`config.mk`:
```
export PLATFORM = sky130hd
export DESIGN_NAME = axi_rd_arbiter_flat
export DESIGN_NICKNAME = d
export VERILOG_FILES = /design/src/rtl/axi_rd_arbiter_if.sv /design/src/rtl/axi_rd_arbiter.sv /design/src/flat_wrapper.sv
export SDC_FILE = /design/constraint.sdc
export NUM_CORES = 1
export LEC_CHECK = 0
export ABC_AREA = 1
export BUFFER_PORTS_ARGS = -buffer_cell sky130_fd_sc_hd__buf_2
export CORE_AREA = 2 2 104 106
export DETAILED_ROUTE_END_ITERATION = 10
export DIE_AREA = 0 0 106 108
export PLACE_DENSITY = 0.66
export SYNTH_ARGS = -nofsm -noshare
export SYNTH_HDL_FRONTEND = slang
export SYNTH_SLANG_ARGS = --single-unit
```
`constraint.sdc`:
```
create_clock -name clk -period 2.75 [get_ports clk]
set_input_delay 0 -clock clk [delete_from_list [all_inputs] [get_ports clk]]
set_output_delay 0 -clock clk [all_outputs]
set_load 0.01 [all_outputs]
```
`src/rtl/axi_rd_arbiter_if.sv`:
```
// Requester-side and memory-side AXI4 read channels of axi_rd_arbiter.
// The slave modport is the arbiter's view; the master modport is the surrounding logic.
interface axi_rd_arbiter_if #(
  parameter int NUM_REQ    = 2,
  parameter int ADDR_WIDTH = 32,
  parameter int DATA_WIDTH = 64,
  parameter int LEN_WIDTH  = 4,
  parameter int ID_WIDTH   = 6
);
  logic [NUM_REQ-1:0]            s_arvalid;
  logic [NUM_REQ-1:0]            s_arready;
  logic [NUM_REQ*ADDR_WIDTH-1:0] s_araddr;
  logic [NUM_REQ*LEN_WIDTH-1:0]  s_arlen;
  logic [NUM_REQ-1:0]            s_rvalid;
  logic [NUM_REQ-1:0]            s_rready;
  logic [DATA_WIDTH-1:0]         s_rdata;
  logic                          s_rlast;
  logic [1:0]                    s_rresp;
  logic                          m_arvalid;
  logic                          m_arready;
  logic [ADDR_WIDTH-1:0]         m_araddr;
  logic [LEN_WIDTH-1:0]          m_arlen;
  logic [ID_WIDTH-1:0]           m_arid;
  logic                          m_rvalid;
  logic                          m_rready;
  logic [DATA_WIDTH-1:0]         m_rdata;
  logic                          m_rlast;
  logic [1:0]                    m_rresp;
  logic [ID_WIDTH-1:0]           m_rid;

  modport slave (
    input  s_arvalid, s_araddr, s_arlen, s_rready,
    input  m_arready, m_rvalid, m_rdata, m_rlast, m_rresp, m_rid,
    output s_arready, s_rvalid, s_rdata, s_rlast, s_rresp,
    output m_arvalid, m_araddr, m_arlen, m_arid, m_rready
  );

  modport master (
    output s_arvalid, s_araddr, s_arlen, s_rready,
    output m_arready, m_rvalid, m_rdata, m_rlast, m_rresp, m_rid,
    input  s_arready, s_rvalid, s_rdata, s_rlast, s_rresp,
    input  m_arvalid, m_araddr, m_arlen, m_arid, m_rready
  );
endinterface

```
`src/rtl/axi_rd_arbiter.sv`:
```
// Round-robin arbiter sharing one AXI4 read port among NUM_REQ masters; ARID carries the
// requester index, R beats are routed back by RID, and bursts in flight are capped per requester.
module axi_rd_arbiter #(
  parameter int NUM_REQ    = 2,
  parameter int ADDR_WIDTH = 32,
  parameter int DATA_WIDTH = 64,
  parameter int LEN_WIDTH  = 4,
  parameter int ID_WIDTH   = 6,
  parameter int MAX_OUTST  = 4
) (
  input  logic             clk,
  input  logic             rst,
  axi_rd_arbiter_if.slave  bus,
  output logic             rid_err
);
  localparam int IDX_W = (NUM_REQ > 1) ? $clog2(NUM_REQ) : 1;
  localparam int CNT_W = 4;

  localparam logic [0:0] ST_IDLE = 1'b0;
  localparam logic [0:0] ST_ADDR = 1'b1;

  logic [0:0]            state_r;
  logic [IDX_W-1:0]      rr_ptr_r;
  logic [CNT_W-1:0]      outst_r [NUM_REQ];
  logic [ADDR_WIDTH-1:0] araddr_r;
  logic [LEN_WIDTH-1:0]  arlen_r;
  logic [ID_WIDTH-1:0]   arid_r;
  logic                  rid_err_r;

  logic [NUM_REQ-1:0]    eligible_s;
  logic [NUM_REQ-1:0]    arready_s;
  logic [NUM_REQ-1:0]    ar_hs_s;
  logic [NUM_REQ-1:0]    rvalid_s;
  logic [NUM_REQ-1:0]    r_done_s;
  logic                  grant_vld_s;
  logic [IDX_W-1:0]      grant_s;
  logic [IDX_W-1:0]      ridx_s;
  logic                  mapped_s;
  logic                  rready_s;

  function automatic logic [IDX_W-1:0] rr_idx(input logic [IDX_W-1:0] ptr, input int k);
    return IDX_W'((int'(ptr) + k) % NUM_REQ);
  endfunction

  // A requester may compete only while it is below its outstanding-burst cap.
  always_comb begin
    for (int i = 0; i < NUM_REQ; i++) begin
      eligible_s[i] = bus.s_arvalid[i] && (outst_r[i] != CNT_W'(MAX_OUTST));
    end
  end

  // Round-robin search from rr_ptr+1; walking downwards lets the nearest candidate win.
  always_comb begin
    grant_vld_s = 1'b0;
    grant_s     = '0;
    for (int k = NUM_REQ; k >= 1; k--) begin
      grant_s     = eligible_s[rr_idx(rr_ptr_r, k)] ? rr_idx(rr_ptr_r, k) : grant_s;
      grant_vld_s = grant_vld_s | eligible_s[rr_idx(rr_ptr_r, k)];
    end
  end

  // AR accept pulses only in IDLE, so at most one burst is taken every two cycles.
  always_comb begin
    arready_s = '0;
    if (!rst && (state_r == ST_IDLE) && grant_vld_s) begin
      arready_s[grant_s] = 1'b1;
    end else begin
      arready_s = '0;
    end
  end

  assign ar_hs_s = arready_s & bus.s_arvalid;

  assign ridx_s   = bus.m_rid[IDX_W-1:0];
  assign mapped_s = ((bus.m_rid >> IDX_W) == '0) && (int'(ridx_s) < NUM_REQ);

  // Unmapped beats are drained so a stray RID can never stall the shared R channel.
  always_comb begin
    rvalid_s = '0;
    r_done_s = '0;
    rready_s = 1'b1;
    if (mapped_s) begin
      rvalid_s[ridx_s] = bus.m_rvalid;
      rready_s         = bus.s_rready[ridx_s];
      r_done_s[ridx_s] = bus.m_rvalid && bus.s_rready[ridx_s] && bus.m_rlast;
    end else begin
      rready_s = 1'b1;
    end
  end

  // AR FSM: latch the granted request, then hold it on m_ar* until memory accepts.
  always_ff @(posedge clk) begin
    if (rst) begin
      state_r  <= ST_IDLE;
      rr_ptr_r <= IDX_W'(NUM_REQ - 1);
      araddr_r <= '0;
      arlen_r  <= '0;
      arid_r   <= '0;
    end else begin
      case (state_r)
        ST_IDLE: begin
          if (grant_vld_s) begin
            araddr_r <= bus.s_araddr[grant_s*ADDR_WIDTH +: ADDR_WIDTH];
            arlen_r  <= bus.s_arlen[grant_s*LEN_WIDTH +: LEN_WIDTH];
            arid_r   <= ID_WIDTH'(grant_s);
            rr_ptr_r <= grant_s;
            state_r  <= ST_ADDR;
          end else begin
            state_r  <= ST_IDLE;
          end
        end
        ST_ADDR: begin
          if (bus.m_arready) begin
            state_r <= ST_IDLE;
          end else begin
            state_r <= ST_ADDR;
          end
        end
        default: state_r <= ST_IDLE;
      endcase
    end
  end

  // Outstanding counters: simultaneous issue and completion cancel; never wraps below zero.
  always_ff @(posedge clk) begin
    for (int i = 0; i < NUM_REQ; i++) begin
      if (rst) begin
        outst_r[i] <= '0;
      end else if (ar_hs_s[i] && !r_done_s[i]) begin
        outst_r[i] <= outst_r[i] + CNT_W'(1);
      end else if (r_done_s[i] && !ar_hs_s[i] && (outst_r[i] != '0)) begin
        outst_r[i] <= outst_r[i] - CNT_W'(1);
      end else begin
        outst_r[i] <= outst_r[i];
      end
    end
  end

  // Sticky flag for any beat whose RID does not name a requester.
  always_ff @(posedge clk) begin
    if (rst) begin
      rid_err_r <= 1'b0;
    end else if (bus.m_rvalid && !mapped_s) begin
      rid_err_r <= 1'b1;
    end else begin
      rid_err_r <= rid_err_r;
    end
  end

  assign bus.s_arready = arready_s;
  assign bus.s_rvalid  = rvalid_s;
  assign bus.s_rdata   = bus.m_rdata;
  assign bus.s_rlast   = bus.m_rlast;
  assign bus.s_rresp   = bus.m_rresp;
  assign bus.m_arvalid = (state_r == ST_ADDR);
  assign bus.m_araddr  = araddr_r;
  assign bus.m_arlen   = arlen_r;
  assign bus.m_arid    = arid_r;
  assign bus.m_rready  = rready_s;
  assign rid_err       = rid_err_r;
endmodule

```
`src/flat_wrapper.sv`:
```
// flat-port wrapper written by rule: the top's interface ports become plain ports
module axi_rd_arbiter_flat 
#(
  parameter int NUM_REQ    = 2,
  parameter int ADDR_WIDTH = 32,
  parameter int DATA_WIDTH = 64,
  parameter int LEN_WIDTH  = 4,
  parameter int ID_WIDTH   = 6,
  parameter int MAX_OUTST  = 4
)
  (clk, rst, rid_err, bus_s_arvalid, bus_s_araddr, bus_s_arlen, bus_s_rready, bus_m_arready, bus_m_rvalid, bus_m_rdata, bus_m_rlast, bus_m_rresp, bus_m_rid, bus_s_arready, bus_s_rvalid, bus_s_rdata, bus_s_rlast, bus_s_rresp, bus_m_arvalid, bus_m_araddr, bus_m_arlen, bus_m_arid, bus_m_rready);
  axi_rd_arbiter_if #(.NUM_REQ(NUM_REQ), .ADDR_WIDTH(ADDR_WIDTH), .DATA_WIDTH(DATA_WIDTH), .LEN_WIDTH(LEN_WIDTH), .ID_WIDTH(ID_WIDTH)) bus_i ();
  input  logic clk;
  input  logic rst;
  output logic rid_err;
  input wire logic [$bits(bus_i.s_arvalid)-1:0] bus_s_arvalid;
  input wire logic [$bits(bus_i.s_araddr)-1:0] bus_s_araddr;
  input wire logic [$bits(bus_i.s_arlen)-1:0] bus_s_arlen;
  input wire logic [$bits(bus_i.s_rready)-1:0] bus_s_rready;
  input wire logic [$bits(bus_i.m_arready)-1:0] bus_m_arready;
  input wire logic [$bits(bus_i.m_rvalid)-1:0] bus_m_rvalid;
  input wire logic [$bits(bus_i.m_rdata)-1:0] bus_m_rdata;
  input wire logic [$bits(bus_i.m_rlast)-1:0] bus_m_rlast;
  input wire logic [$bits(bus_i.m_rresp)-1:0] bus_m_rresp;
  input wire logic [$bits(bus_i.m_rid)-1:0] bus_m_rid;
  output wire logic [$bits(bus_i.s_arready)-1:0] bus_s_arready;
  output wire logic [$bits(bus_i.s_rvalid)-1:0] bus_s_rvalid;
  output wire logic [$bits(bus_i.s_rdata)-1:0] bus_s_rdata;
  output wire logic [$bits(bus_i.s_rlast)-1:0] bus_s_rlast;
  output wire logic [$bits(bus_i.s_rresp)-1:0] bus_s_rresp;
  output wire logic [$bits(bus_i.m_arvalid)-1:0] bus_m_arvalid;
  output wire logic [$bits(bus_i.m_araddr)-1:0] bus_m_araddr;
  output wire logic [$bits(bus_i.m_arlen)-1:0] bus_m_arlen;
  output wire logic [$bits(bus_i.m_arid)-1:0] bus_m_arid;
  output wire logic [$bits(bus_i.m_rready)-1:0] bus_m_rready;
  assign bus_i.s_arvalid = bus_s_arvalid;
  assign bus_i.s_araddr = bus_s_araddr;
  assign bus_i.s_arlen = bus_s_arlen;
  assign bus_i.s_rready = bus_s_rready;
  assign bus_i.m_arready = bus_m_arready;
  assign bus_i.m_rvalid = bus_m_rvalid;
  assign bus_i.m_rdata = bus_m_rdata;
  assign bus_i.m_rlast = bus_m_rlast;
  assign bus_i.m_rresp = bus_m_rresp;
  assign bus_i.m_rid = bus_m_rid;
  assign bus_s_arready = bus_i.s_arready;
  assign bus_s_rvalid = bus_i.s_rvalid;
  assign bus_s_rdata = bus_i.s_rdata;
  assign bus_s_rlast = bus_i.s_rlast;
  assign bus_s_rresp = bus_i.s_rresp;
  assign bus_m_arvalid = bus_i.m_arvalid;
  assign bus_m_araddr = bus_i.m_araddr;
  assign bus_m_arlen = bus_i.m_arlen;
  assign bus_m_arid = bus_i.m_arid;
  assign bus_m_rready = bus_i.m_rready;
  axi_rd_arbiter #(.NUM_REQ(NUM_REQ), .ADDR_WIDTH(ADDR_WIDTH), .DATA_WIDTH(DATA_WIDTH), .LEN_WIDTH(LEN_WIDTH), .ID_WIDTH(ID_WIDTH), .MAX_OUTST(MAX_OUTST)) u_core (.clk(clk), .rst(rst), .bus(bus_i), .rid_err(rid_err));
endmodule
```
# ---- Yosys cells after proc, flatten, opt, wreduce, memory -nomap -nowiden
# Memories as Yosys holds them, arrays and structs flattened.
# Index checks and enable logic that the tools add are counted.
dict set report op_classes {
  shifts 2
  n_eq_ne 2
  magnitude_cmp 6
  reduce_logical 25
  bitwise 11
  mux 49
  addsub 6
}
# op count
set ops {}
lappend ops {{64-bit by 7-bit indexed part select with 32-bit output} 1}
lappend ops {{1-bit two-way mux} 37}
lappend ops {{4-bit two-way mux} 6}
lappend ops {{1-bit logical AND} 15}
lappend ops {{4-bit by 1-bit adder with 4-bit output, second input constant} 2}
lappend ops {{1-bit by 2-bit less-than comparator with 1-bit output, second input constant} 4}
lappend ops {{4-bit by 3-bit != test with 1-bit output, second input constant} 2}
lappend ops {{4-bit nonzero test} 2}
lappend ops {{8-bit by 4-bit indexed part select with 4-bit output} 1}
lappend ops {{4-bit by 1-bit subtractor with 4-bit output, second input constant} 2}
lappend ops {{1-bit bitwise OR} 7}
lappend ops {{2-bit bitwise AND} 3}
lappend ops {{1-bit zero test} 6}
lappend ops {{6-bit zero test} 1}
lappend ops {{2-bit two-way mux} 3}
lappend ops {{1-bit adder, second input constant} 2}
lappend ops {{1-bit demux with 1-bit select} 2}
lappend ops {{1-bit >= comparator, second input constant} 2}
lappend ops {{1-bit case mux with 2 select lines} 1}
lappend ops {{2-bit AND reduction} 1}
lappend ops {{1-bit NOT} 1}
dict set report totals {
  input_bits 153
  mem_bits_rw 8
  wordCells 108
  register_bits 40
  out_inout_bits 116
  mem_count 1
}
# name depth word_bits read_ports rd_clocked_by_memory_dff write_ports line_no
set mem_list {}
lappend mem_list {u_core.outst_r 2 4 2 0 2 axi_rd_arbiter.sv:24} ;# logic [CNT_W-1:0] outst_r [NUM_REQ];

# ---- Longest topological paths before layout
# Gate-level depths: netlist of the first run.
# An unclocked memory read counts as a cell.
dict set report depth {
  word_depth 22
  ltp_mapped 15
  mapped_depth_nobuf 15
}

# ---- Worst setup path before layout of the first run
# Ideal clock, no wire load.
dict set report synth_timing {
  path_kind {flip-flop to flip-flop}
  from {mem u_core.outst_r[0][0]}
  to {mem u_core.outst_r[1][3] (data pin)}
  required_time_ns 2.497
  path_stages_with_launch 16
  setup_time_ns 0.253
  path_slack_ns 0.505
  n_path_buf 0
  arrival_ns 1.992
  period_less_slack_ns 2.245
  cell_sequence {edfxtp_1 -> inv_1 -> ha_1 -> nand3_2 -> nand3_2 -> nand3_1 -> nand2_1 -> nor2_1 -> ha_1 -> a21oi_1 -> nand2_1 -> xor2_1 -> inv_1 -> nand2_1 -> nand2_1 -> nor2_1}
}
# element line_no
set synth_rtl {}
lappend synth_rtl {{from (decl)} axi_rd_arbiter.sv:24}

==> results of run 1 <==
-- stage by stage --
stage | worst slack (ns) | util | hold slack (ns) | instance area [um^2] | std cells
after floorplan | 0.505 | - | 0.0724 | 3130 | 400
after global placement | 0.398 | 0.318 | 0.0000686 | 3260 | 580
after detailed placement | 0.286 | 0.318 | 0.0000686 | 3260 | 580
final | 0.282 | 0.400 | 0.00000282 | 4090 | 663
after global routing | 0.0364 | 0.400 | 0.0000155 | 4090 | 663
after CTS | 0.281 | 0.400 | 0.0000686 | 4090 | 663
-- layout make-up --
| type | instances | share of cell area |
|---|---|---|
| Clock buffer | 6 | 0.0177 |
| Clock inverter | 2 | 0.00275 |
| Inverter | 27 | 0.0260 |
| Multi-Input combinational cell | 234 | 0.307 |
| Sequential cell | 48 | 0.254 |
| Tap cell | 136 | 0.0416 |
| Timing Repair Buffer | 210 | 0.351 |
-- worst register-to-register path: stages, from the launching register on --
cell and delay (ns):
edfxtp_1 0.40, inv_1 0.08, ha_1 0.24, nand3_2 0.11
nand3_2 0.08, nand3_1 0.09, nand2_1 0.06, nor2_1 0.27
ha_1 0.33, a21oi_1 0.14, nand2_1 0.07, xor2_1 0.14
inv_1 0.06, nand2_1 0.05, nand2_1 0.07, nor2_1 0.05
-- worst max-delay path by stage --
| stage | endpoint | slack, ns | depth (start not counted) |
|---|---|---|---|
| after floorplan | u_core.outst_r[1][3] | 0.51 | 15 |
| after CTS | u_core.outst_r[1][3] | 0.28 | 15 |
| after detailed placement | u_core.outst_r[1][3] | 0.29 | 15 |
| after global placement | u_core.outst_r[1][3] | 0.40 | 15 |
| after global routing | u_core.outst_r[1][3] | 0.04 | 15 |
| final | u_core.outst_r[1][3] | 0.28 | 15 |
-- sequential cells by signal, indices dropped and copies added (netlist names) --
register              cells
u_core.bus.m_araddr      32
u_core.outst_r            8
u_core.bus.m_arlen        4
u_core.bus.m_arid         1
u_core.bus.m_arvalid      1
u_core.rid_err            1
u_core.rr_ptr_r           1
-- routing by layer --
metal / part of all wire / GRT usage / vias to the layer above
met5: 0 / 0 / -
met4: 0.039 / 0.0799 / 0
met3: 0.071 / 0.0440 / 36
met2: 0.50 / 0.298 / 142
met1: 0.39 / 0.174 / 1438
li1: - / - / 1480
-- cell usage after synthesis, drive strengths merged (6+ instances only) --
library cell and n:
xor2 6, a21oi 76, buf 87, nand3 11, nand2 68, inv 27
dfxtp 40, o21ai 36, edfxtp 8, nor2 16
-- where the power goes --
part	switching [mW]	internal, mW
Clock	0.251	0.177
Sequential	0.0583	0.818
Combinational	0.403	0.357
Total	0.712	1.35
-- cells by family (layout without fill, tap and decap cells) --
family,after synthesis,in the layout
buf+inv,118,245
flops,48,48
compound gates,115,115
other cells,1,5
fa+ha+maj,5,5
xor+xnor,6,6
simple gates,103,103
-- what timing repair did --
item                                    4_1_cts  5_1_grt
hold endpoints to repair                     38        0
hold buffers                                 75        0
endpoints found under the setup margin        0        0
resized for setup                             0        0
==> key figures, run 1 <==
Floorplan
  • Initial Util: 0.305
  • Die Span Y: 108 um
  • Num rows: 37
  • Ports: 269
  • Die width: 106 um
  • Die area: 11400 um^2
  • Core area: 10200 um^2

Route
  • DRT iter0 DRCs: 114
  • WL/cell: 13.9 um
  • Drt drc: 0
  • Antenna Nets Post-Route: 0
  • Drt total wl: 9230 um
  • Vias: 3096
  • Vias per cell: 4.67
  • Drt first pass iters: 4

CTS
  • Clock tree buffer depth: 2
  • CTS Buf Count: 5
  • TritonCTS clock tree: done
  • Post-CTS setup buffer count: 0
  • Root buf cell: clkbuf_8
  • H-tree levels: 2
  • CTS clk-pin slew, worst paths: 0.09 ns
  • Clock insertion delay at the later pin of the skew report: 0.30 ns
  • # clock sinks: 48

Place
  • RD Place Congestion: 0.867
  • DP Wirelength: 5700 um
  • Port Buffers: 131

Power and ir drop
  • Power density cells: 504 nW/um^2
  • LEAKAGE: 2.06 nW
  • Peak supply drop: 219 uV
  • PnR Total Power: 2.06 mW

Setup path
  • Critical path required time: 2.81 ns
  • R2R Path End: u_core.outst_r[1][3]
  • Max FO, Critical Path: 5
  • R2r setup slk: 0.28 ns
  • Worst-path cell chain: inv_1 -> ha_1 -> nand3_2 -> nand3_2 -> nand3_1 -> nand2_1 -> nor2_1 -> ha_1 -> a21oi_1 -> nand2_1 -> xor2_1 -> inv_1 -> nand2_1 -> nand2_1 -> nor2_1
  • Delay-heaviest family, CP: simple AND/OR/NAND/NOR gates
  • CP peak stage delay: 0.40 ns
  • WS Path Type: register to register
  • Reg2Reg Depth: 15
  • Critical path arrival: 2.53 ns
  • Crit path top cell by count: nand2_1
  • Crit-path slowest cell: edfxtp_1
  • Buf+Inv Stages, Crit Path: 2
  • Worst r2r src: u_core.outst_r[0][0]
  • Setup crit start: u_core.outst_r[0][0]
  • CP Launch Type: register
  • CP endpoint kind: register

Status
  • Status: finished, final reports clean

Synthesis
  • Asr flop ratio synth: 0
  • Share of the synthesized area in the top cell type: 0.257
  • Synth Area in Compound Gates: 0.213
  • Largest cells by area after synthesis: dfxtp_1 26%, buf_4 17%, a21oi_1 8.7%, edfxtp_1 7.7%, nand2_1 7.6%
  • Avg Inst Size Synth: 7.87 um^2
  • Top_reg_cell synth: dfxtp_1
  • Synthesized cell area: 3120 um^2
  • Register area share after synthesis: 0.334
  • Synthesized flop and latch total: 48
  • Post-Synth Adder-Cell Area: 0.0225
  • Post-Syn Instances: 396
  • Xor/xnor share of the synthesized area: 0.0169
  • Largest family of logic cells by synthesized area: buffers and inverters
  • Cell taking the most area after synthesis: dfxtp_1
  • Post-Synth Simple-Gate Area: 0.144
  • Distinct cells, synth: 33
  • Synth warn: 0
  • Post-synth EDFFs: 8
  • Proportion of synthesized area in mux cells: 0

Cells and area
  • Most common cell after layout, fill and taps aside: buf_2
  • Antenna cells: 0
  • Layout cells sized above 1: 0.336
  • Multi-input logic area: 1250 um^2
  • Area grow syn2layout: 31.4%
  • Register area: 1040 um^2
  • Most frequent cells in the layout: 131 x buf_2, 75 x dlygate4sd3_1, 63 x nand2_1
  • Filler instances: 1050
  • Nets: 684

GRT
  • Number of global-route vias before repair: 3296
  • Gr usage total: 0.163
  • Initial antenna violation count: 0
  • First-pass GRT wire length: 15000 um
  • Gr ovfl total: 0
  • Largest net degree at the start of global routing: 43

Timing
  • Setup Skew: 0.0147 ns
  • Pins over their slew limit: 0
  • Crit share post-route: 0.898
  • Hold Fails Final Rpt: 0
  • Worst slew margin relative to its limit: 0.659
  • Setup TNS Final: 0 ns
  • Slew at the pin with the worst max-slew slack: 0.511 ns
  • Final setup viols: 0
  • FMAX: 0.405 GHz
  • Tmin final: 2.47 ns
  • RSZ-0062 raised after global routing: false

Worst hold path
  • Worst hold path cell count: 0
  • Worst Hold End: bus_s_rdata[38]
  • HP Start: bus_m_rdata[38]
  • Tightest Hold Check Type: input port to primary output

Job
  • Max cap viols: 0
Power figures use the tool's default switching activity.
==> run 2, diff against run 1 <==
--- a/config.mk
+++ b/config.mk
@@ -7,10 +7,12 @@
 export LEC_CHECK = 0
 export ABC_AREA = 1
 export BUFFER_PORTS_ARGS = -buffer_cell sky130_fd_sc_hd__buf_2
-export CORE_AREA = 2 2 104 106
+export CELL_PAD_IN_SITES_DETAIL_PLACEMENT = 1
+export CELL_PAD_IN_SITES_GLOBAL_PLACEMENT = 2
+export CORE_MARGIN = 1.5
+export CORE_UTILIZATION = 18
 export DETAILED_ROUTE_END_ITERATION = 10
-export DIE_AREA = 0 0 106 108
-export PLACE_DENSITY = 0.66
+export PLACE_DENSITY_LB_ADDON = 0.1
 export SYNTH_ARGS = -nofsm -noshare
 export SYNTH_HDL_FRONTEND = slang
 export SYNTH_SLANG_ARGS = --single-unit
==> run 2 against run 1 <==
Highest routed layer unchanged. Core utilization shrank 15 points. Die area grew 58%. Clock-buffer cell count is 1 higher. Sequential power barely moved. Worst hold slack about the same. Fmax decreased by 2.1%.
==> key figures, run 2 (same netlist as run 1, synthesis figures left out) <==
Status
  • Status: finished, final reports clean (unchanged)

Place
  • Post-placement cell count: 664 (was 580)
  • Dpl ws: 0.244 ns (was 0.286 ns)
  • Port Buffers: 131 (unchanged)
  • RD Place Congestion: 0.686 (was 0.867)
  • DP Wirelength: 7230 um (was 5700 um)

Setup path
  • CP peak stage delay: 0.57 ns (was 0.40 ns)
  • Critical path required time: 2.99 ns (was 2.81 ns)
  • Critical path arrival: 2.76 ns (was 2.53 ns)
  • Crit-path slowest cell: dlygate4sd3_1 (was edfxtp_1)
  • WS Path Type: register to register (unchanged)
  • Reg2Reg Depth: 10 (was 15)
  • CP Launch Type: register (unchanged)
  • CP endpoint kind: register (unchanged)
  • Max FO, Critical Path: 36 (was 5)
  • Worst-path cell chain: inv_1 -> ha_1 -> nand3_2 -> nand3_2 -> nand2_2 -> inv_4 -> clkbuf_8 -> a21oi_1 -> a21oi_1 -> dlygate4sd3_1 (was inv_1 -> ha_1 -> nand3_2 -> nand3_2 -> nand3_1 -> nand2_1 -> nor2_1 -> ha_1 -> a21oi_1 -> nand2_1 -> xor2_1 -> inv_1 -> nand2_1 -> nand2_1 -> nor2_1)

CTS
  • CTS clk-pin slew, worst paths: 0.07 ns (was 0.09 ns)
  • Clock insertion delay at the later pin of the skew report: 0.30 ns (about the same)
  • Root buf cell: clkbuf_16 (was clkbuf_8)
  • Clock tree buffer depth: 2 (unchanged)
  • TritonCTS clock tree: done (unchanged)
  • Post-CTS setup buffer count: 0 (unchanged)
  • CTS Buf Count: 5 (unchanged)
  • # clock sinks: 48 (unchanged)
  • H-tree levels: 2 (unchanged)

GRT
  • Gr ovfl total: 0 (unchanged)
  • Largest net degree at the start of global routing: 43 (unchanged)
  • Gr usage total: 0.124 (was 0.163)
  • Number of global-route vias before repair: 3352 (was 3296)
  • Initial antenna violation count: 0 (unchanged)
  • First-pass GRT wire length: 17500 um (was 15000 um)

Timing
  • Setup TNS Final: 0 ns (unchanged)
  • Worst slew margin relative to its limit: 0.607 (was 0.659)
  • Final setup viols: 0 (unchanged)
  • FMAX: 0.397 GHz (was 0.405 GHz)
  • Worst Slack Setup Final: 0.228 ns (was 0.282 ns)
  • RSZ-0062 raised after global routing: false (unchanged)
  • Pins over their slew limit: 0 (unchanged)
  • Crit share post-route: 0.917 (was 0.898)
  • Slew at the pin with the worst max-slew slack: 0.590 ns (was 0.511 ns)
  • Tmin final: 2.52 ns (was 2.47 ns)
  • Hold Fails Final Rpt: 0 (unchanged)
  • Hold_ws: 0.00000445 ns (was 0.00000282 ns)
  • Setup Skew: 0.00618 ns (was 0.0147 ns)

Floorplan
  • Core area: 16800 um^2 (was 10200 um^2)
  • Num rows: 47 (was 37)
  • Die width: 135 um (was 106 um)
  • Die area: 18100 um^2 (was 11400 um^2)
  • Initial Util: 0.186 (was 0.305)
  • Die Span Y: 135 um (was 108 um)
  • Ports: 269 (unchanged)

Route
  • Vias: 3064 (was 3096)
  • Drt drc: 0 (unchanged)
  • Drt first pass iters: 4 (unchanged)
  • Antenna Nets Post-Route: 0 (unchanged)
  • Vias per cell: 4.11 (was 4.67)
  • DRT iter0 DRCs: 71 (was 114)
  • WL/cell: 14.9 um (was 13.9 um)
  • Drt total wl: 11100 um (was 9230 um)

Job
  • Max cap viols: 0 (unchanged)

Power and ir drop
  • Pint: 1.54 mW (was 1.35 mW)
  • Sw Share: 0.337 (was 0.345)
  • Share of power burned in registers: 0.378 (was 0.424)
  • Combinational share of power: 0.338 (was 0.368)
  • PnR Total Power: 2.32 mW (was 2.06 mW)
  • Peak supply drop: 224 uV (was 219 uV)
  • LEAKAGE: 2.09 nW (was 2.06 nW)
  • Net switching power figure: 0.782 mW (was 0.712 mW)
  • Clock power share: 0.284 (was 0.207)
  • Power density cells: 544 nW/um^2 (was 504 nW/um^2)

Worst hold path
  • Worst hold path cell count: 0 (unchanged)
  • Tightest Hold Check Type: input port to primary output (unchanged)

Cells and area
  • Area grow syn2layout: 36.8% (was 31.4%)
  • Most common cell after layout, fill and taps aside: buf_2 (unchanged)
  • Antenna cells: 0 (unchanged)
  • Layout cells sized above 1: 0.340 (was 0.336)
  • Max reg flops: 32 (unchanged)
  • Nets: 683 (was 684)
  • Fin cells: 746 (was 663)
  • Most frequent cells in the layout: 131 x buf_2, 74 x dlygate4sd3_1, 63 x nand2_1 (was 131 x buf_2, 75 x dlygate4sd3_1, 63 x nand2_1)
==> run 2: layout make-up <==
class                           instances  area, um^2
Clock buffer                            7         143
Clock inverter                          1        6.26
Fill cell                            2059       12500
Inverter                               27         106
Multi-Input combinational cell        234        1260
Sequential cell                        48        1040
Tap cell                              220         275
Timing Repair Buffer                  209        1430
==> run 2: critical path: cells and delay by family, from the launching register on <==
kind | cells | cell delay, ns
and+or+nand+nor | 3 | 0.39
buffers and inverters | 4 | 1.11
DFF | 1 | 0.43
adders and majority gates | 1 | 0.22
AOI/OAI and AO/OA | 2 | 0.28
==> run 2: layer usage <==
metal | GRT usage | vias up | share of wire
met4 | 0.0370 | 0 | 0.015
met1 | 0.147 | 1452 | 0.43
met5 | 0 | - | 0
li1 | - | 1477 | -
met2 | 0.207 | 112 | 0.48
met3 | 0.0469 | 23 | 0.079
==> run 2: final timing paths <==
| path | from | to | slack, ns |
|---|---|---|---|
| max | u_core.outst_r[0][0] | u_core.bus.m_araddr[10] | 0.23 |
| min | bus_m_rdata[2] | bus_s_rdata[2] | 0.000004 |
| max reg2reg | u_core.outst_r[0][0] | u_core.bus.m_araddr[10] | 0.23 |
| min reg2reg | u_core.bus.m_arid[0] | u_core.bus.m_arid[0] | 0.46 |
==> run 2: through the flow <==
stage / util / cell area, um^2
5_1_grt: 0.254 / 4260
3_3_place_gp: 0.201 / 3360
3_5_place_dp: 0.201 / 3360
6_report: 0.254 / 4260
4_1_cts: 0.254 / 4250
2_1_floorplan: - / 3130
==> run 2: power groups by stage <==
stage	sequential, mW	combinational (mW)	clock [mW]
finish	0.877	0.783	0.660
global route	0.895	0.873	0.719
CTS	0.878	0.797	0.701
detailed placement	0.891	0.650	0
global placement	0.890	0.646	0
floorplan	0.921	0.494	0
==> run 2: timing repair <==
| item | CTS | global route |
|---|---|---|
| setup endpoints to repair | 0 | 35 |
| hold buffers | 74 | 0 |
| gates resized for setup | 0 | 3 |
| endpoints found under the hold margin | 38 | 0 |
